File: config.mk
export PLATFORM = sky130hd
export DESIGN_NAME = bcd_scan_display
export DESIGN_NICKNAME = d
export VERILOG_FILES = /design/src/rtl/bcd_disp_pkg.sv /design/src/rtl/bcd_to_7seg.sv /design/src/rtl/bcd_scan_display.sv
export SDC_FILE = /design/constraint.sdc
export NUM_CORES = 1
export LEC_CHECK = 0
export ABC_AREA = 0
export CAP_MARGIN = 10
export CORE_MARGIN = 4
export CORE_UTILIZATION = 54
export CTS_CLUSTER_SIZE = 12
export DETAILED_ROUTE_END_ITERATION = 10
export PLACE_DENSITY_LB_ADDON = 0.1
export SKIP_CTS_REPAIR_TIMING = 1
export SYNTH_ARGS = -nofsm -noshare
export SYNTH_HDL_FRONTEND = slang
export SYNTH_HIERARCHICAL = 1
export SYNTH_SLANG_ARGS = --single-unit
File: constraint.sdc
create_clock -name clk -period 3.94 [get_ports clk]
set_input_delay 0.788 -clock clk [delete_from_list [all_inputs] [get_ports clk]]
set_output_delay 0.788 -clock clk [all_outputs]
set_load 0.02 [all_outputs]
File: src/rtl/bcd_disp_pkg.sv
`default_nettype none
// ============================================================================
// Module      : bcd_disp_pkg
// Description : Shared constants for the multiplexed BCD seven-segment
//               display: digit count, segment patterns (gfedcba, active
//               high) and the digit-index to one-hot helper.
// Revision    : 1.0 - initial release
// ============================================================================
package bcd_disp_pkg;

    localparam int NDIG  = 4;
    localparam int IDX_W = 2;

    localparam logic [6:0] SEG_0     = 7'h3F;
    localparam logic [6:0] SEG_1     = 7'h06;
    localparam logic [6:0] SEG_2     = 7'h5B;
    localparam logic [6:0] SEG_3     = 7'h4F;
    localparam logic [6:0] SEG_4     = 7'h66;
    localparam logic [6:0] SEG_5     = 7'h6D;
    localparam logic [6:0] SEG_6     = 7'h7D;
    localparam logic [6:0] SEG_7     = 7'h07;
    localparam logic [6:0] SEG_8     = 7'h7F;
    localparam logic [6:0] SEG_9     = 7'h6F;
    localparam logic [6:0] SEG_DASH  = 7'h40;
    localparam logic [6:0] SEG_BLANK = 7'h00;

    // Digit index to one-hot anode enable
    function automatic logic [NDIG-1:0] idx_to_onehot(input logic [IDX_W-1:0] idx);
        logic [NDIG-1:0] one;
        one = NDIG'(1);
        return one << idx;
    endfunction

endpackage
`default_nettype wire

File: src/rtl/bcd_to_7seg.sv
`default_nettype none
// ============================================================================
// Module      : bcd_to_7seg
// Description : Combinational BCD to seven-segment decoder. Codes 10..15
//               are not valid BCD and show a dash.
// Revision    : 1.0 - initial release
// ============================================================================
module bcd_to_7seg
    import bcd_disp_pkg::*;
(
    input  logic [3:0] bcd,
    output logic [6:0] seg
);

    // Pure lookup; every code maps to a pattern so no latch is possible
    always_comb begin
        seg = SEG_DASH;
        case (bcd)
            4'd0:    seg = SEG_0;
            4'd1:    seg = SEG_1;
            4'd2:    seg = SEG_2;
            4'd3:    seg = SEG_3;
            4'd4:    seg = SEG_4;
            4'd5:    seg = SEG_5;
            4'd6:    seg = SEG_6;
            4'd7:    seg = SEG_7;
            4'd8:    seg = SEG_8;
            4'd9:    seg = SEG_9;
            default: seg = SEG_DASH;
        endcase
    end

endmodule
`default_nettype wire

File: src/rtl/bcd_scan_display.sv
`default_nettype none
// ============================================================================
// Module      : bcd_scan_display
// Description : Four-digit multiplexed seven-segment driver. Captures four
//               BCD digits into a shadow register on load, scans them with a
//               SCAN_DIV-clock dwell per digit, optionally blanks leading
//               zeros, and flags non-BCD captured digits.
// Revision    : 1.0 - initial release
// ============================================================================
module bcd_scan_display
    import bcd_disp_pkg::*;
#(
    parameter int SCAN_DIV = 4
) (
    input  logic        clk,
    input  logic        clr,
    input  logic        load,
    input  logic [15:0] digits,
    input  logic        blank_lz,
    output logic [6:0]  seg,
    output logic [3:0]  an,
    output logic        ovf
);

    // A 1-bit prescaler is kept even for SCAN_DIV=1; it simply stays at 0
    localparam int              PRESC_W   = (SCAN_DIV > 1) ? $clog2(SCAN_DIV) : 1;
    localparam logic [PRESC_W-1:0] PRESC_MAX = PRESC_W'(SCAN_DIV - 1);

    logic [15:0]        r_shadow;
    logic               r_ovf;
    logic [PRESC_W-1:0] r_presc;
    logic [IDX_W-1:0]   r_idx;
    logic [NDIG-1:0]    r_an;
    logic [6:0]         r_seg;

    logic [3:0]         w_digit;
    logic [6:0]         w_dec;
    logic               w_blank;
    logic               w_bad;
    logic               w_presc_wrap;

    assign w_presc_wrap = (r_presc == PRESC_MAX);
    assign w_digit      = r_shadow[{r_idx, 2'b00} +: 4];

    // Non-BCD detect on the incoming word, used only when it is captured
    always_comb begin
        w_bad = 1'b0;
        for (int i = 0; i < NDIG; i++) begin
            if (digits[i*4 +: 4] > 4'd9) begin
                w_bad = 1'b1;
            end
        end
    end

    // Leading-zero blank: current digit and every higher one are zero; never digit 0
    always_comb begin
        w_blank = blank_lz && (r_idx != '0);
        for (int i = 1; i < NDIG; i++) begin
            if ((i >= int'(r_idx)) && (r_shadow[i*4 +: 4] != 4'd0)) begin
                w_blank = 1'b0;
            end
        end
    end

    bcd_to_7seg u_dec (
        .bcd (w_digit),
        .seg (w_dec)
    );

    // Shadow capture and overflow flag; ovf holds between loads
    always_ff @(posedge clk) begin
        if (!clr) begin
            r_shadow <= '0;
            r_ovf    <= 1'b0;
        end else if (load) begin
            r_shadow <= digits;
            r_ovf    <= w_bad;
        end
    end

    // Prescaler and digit index; load never touches the scan timing
    always_ff @(posedge clk) begin
        if (!clr) begin
            r_presc <= '0;
            r_idx   <= '0;
        end else if (w_presc_wrap) begin
            r_presc <= '0;
            r_idx   <= r_idx + 1'b1;
        end else begin
            r_presc <= r_presc + 1'b1;
        end
    end

    // Registered outputs from the pre-edge index so an and seg stay paired
    always_ff @(posedge clk) begin
        if (!clr) begin
            r_an  <= idx_to_onehot('0);
            r_seg <= SEG_0;
        end else begin
            r_an  <= idx_to_onehot(r_idx);
            r_seg <= w_blank ? SEG_BLANK : w_dec;
        end
    end

    assign seg = r_seg;
    assign an  = r_an;
    assign ovf = r_ovf;

endmodule
`default_nettype wire

==> flow_summary.toml <==
[route]
drc = 0
dr_wl_met2_mm = 1.42
vias_per_cell = 5.31
ant_nets = 0
first_iter_violations = 52
wire_per_inst_microns = 14.2
met1_length_mm = 1.40
vias = 1121
first_pass_iters = 4
wl_met3_microns = 120
routed.top_layer = "met4"
drt-total-wl_mm = 3.00

[placed_design]
post-place-ws_ps = 1510
numPortBuffers = 31
place_area_sq_mm = 0.00188
globalplace.congestion = 0.796
dp_hpwl_mm = 2.30

[setup_path]
max_stage_delay_ps = 800
path_class = "reg -> reg"
slowest_stage = "mux4_1"
path_cells = "mux4_1, or2_1, a21o_1, nand2_1, a41oi_2"
crit_buf_inv = 0
crit_family = "multiplexers"
start_kind = "register"
crit_required_ps = 4150
crit_fanout = 10
cp.arrival_ps = 2340
endpoint_kind = "register"

[timing]
max_freq_mhz = 470
hold_viol_final = 0
fin_ws_ps = 1810
slew-limit-headroom_pct = 34.5
period_needed_ps = 2130
finClkSkew_ps = 3.09
rsz0062_at_grt = "false"
worst_slew_pin_slew_ps = 980
tns_ps = 0
setup_violations = 0
timing.final.crit_share_pct = 54.0
slew_viol_final = 0

[cells_and_area]
design_area_sq_mm = 0.00194
most-common-layout-cells = "dfxtp_1, clkdlybuf4s50_1, nor2b_1"
antenna_cells = 0
fill_cells = 233
drive_gt1_share_pct = 8.89
utilization_pct = 69.1
nNetsFinal = 209
final_common_cell = "dfxtp_1"
synthToLayoutAreaGrowth_pct = 21.0

[floorplanning]
dieArea_sq_mm = 0.00390
initial_utilization_pct = 57.1
ioPinCount = 32
core_area_sq_mm = 0.00281
rows = 19
die_y_microns = 62.5
die_width_microns = 62.5

[synth]
synth_cell_types = 33
ys_seq_area_share_pct = 40.0
syn_nets = 181
synth-seq-cells = 32
avgSynthCellArea_sq_um = 10.6
postSynthCellCount = 151
yosysWarnings = 6
syn_area_sq_mm = 0.00160

[grt]
grt_usage_pct = 16.4
antenna_found_initial = 0
grt_overflow = 0
grt_pass1_wl_mm = 5.06
grt_pass1_vias = 1094
grt_max_degree = 33

[outcome]
status = "complete, no violations"

[power]
p_per_area_mw_per_mm2 = 358
p_leak_uw = 0.000795
vdd_drop_max_uv = 259

[job]
max_cap_violations = 0

[cts]
clock_latency_ps = 330
clockBufferDepth = 2
cts_buffers = 5
clk_pin_slew_worst_paths_ps = 90
cts_tree = "done"
htreeDepth = 2
root_buffer = "clkbuf_4"
cts.sinks = 32

[hold_path]
holdCritPathClass = "reg -> reg"
[path summary, 6_finish.rpt]
kind / start / to / slack [ps] / depth (start not counted)
setup / recovery: r_idx[1]$_SDFFE_PN0P_ / seg[6]$_SDFF_PP0_ / 1810 / 5
hold / removal: r_presc[0]$_SDFF_PP0_ / r_presc[0]$_SDFF_PP0_ / 440 / 1
setup reg to reg: r_idx[1]$_SDFFE_PN0P_ / seg[6]$_SDFF_PP0_ / 1810 / 5
hold reg to reg: r_presc[0]$_SDFF_PP0_ / r_presc[0]$_SDFF_PP0_ / 440 / 1
[kinds of logic after synthesis]
family,Yosys count,share of synthesized area [%]
compound gates,23,10.1
xor+xnor,1,0.547
fa+ha+maj,10,7.81
buf+inv,17,6.09
flops,32,40.0
mux,22,17.2
simple gates,46,18.3
[synth_stat cells, drive strengths merged]
cell type  count  share of area [%]
or2            1               0.39
a21o           2               0.94
and2           1               0.39
a22oi          1               0.78
a41oi          1                1.0
ha            10                7.8
o31a           1               0.55
and3b          1               0.55
mux4           4                5.9
o21ai          7                2.2
nand2b         1               0.39
mux2           1               0.70
nor3b          1               0.47
o22a           1               0.63
mux2i         17                 11
buf            6                3.5
and4           2                1.1
nor4           3                1.6
dfxtp         32                 40
nor2           3               0.70
nand2          4               0.94
o22ai          2               0.78
and3           1               0.39
o32ai          1                1.0
inv            7                1.6
nor2b         28                 11
a21oi          7                2.2
xor2           1               0.55
clkbuf         4               0.94
[area by class of cell]
type	instances	area, sq um	area share (%)
inverters	7	26.3	1.36
multi-input cells	102	863	44.5
well taps	31	38.8	2.00
clock buffers	8	58.8	3.03
flip-flops and latches	32	641	33.1
repair buffers	31	310	16.0
[where the power goes]
group	internal [uW]	switching [uW]	total, uW
sequential	345	14.1	359
clock	88.0	108	196
combinational	76.2	63.8	140
[stage by stage]
step,instances,total power (uW),hold WS (ps)
CTS,211,703,445
global placement,203,502,411
floorplan,151,458,403
finish,211,695,438
detailed placement,203,507,432
global route,211,734,463
[sequential cells by signal, summed over array words and instances (netlist names)]
register	cells
an	4
r_presc	2
r_idx	2
r_shadow	16
seg	7
ovf	1
[metal layers]
layer / vias to the layer above / GRT usage, %
met4: 0 / 8.26
met2: 19 / 25.3
li1: 579 / -
met5: - / 0
met1: 516 / 20.2
met3: 7 / 5.58
No activity file was read; power rests on OpenSTA's default activity.
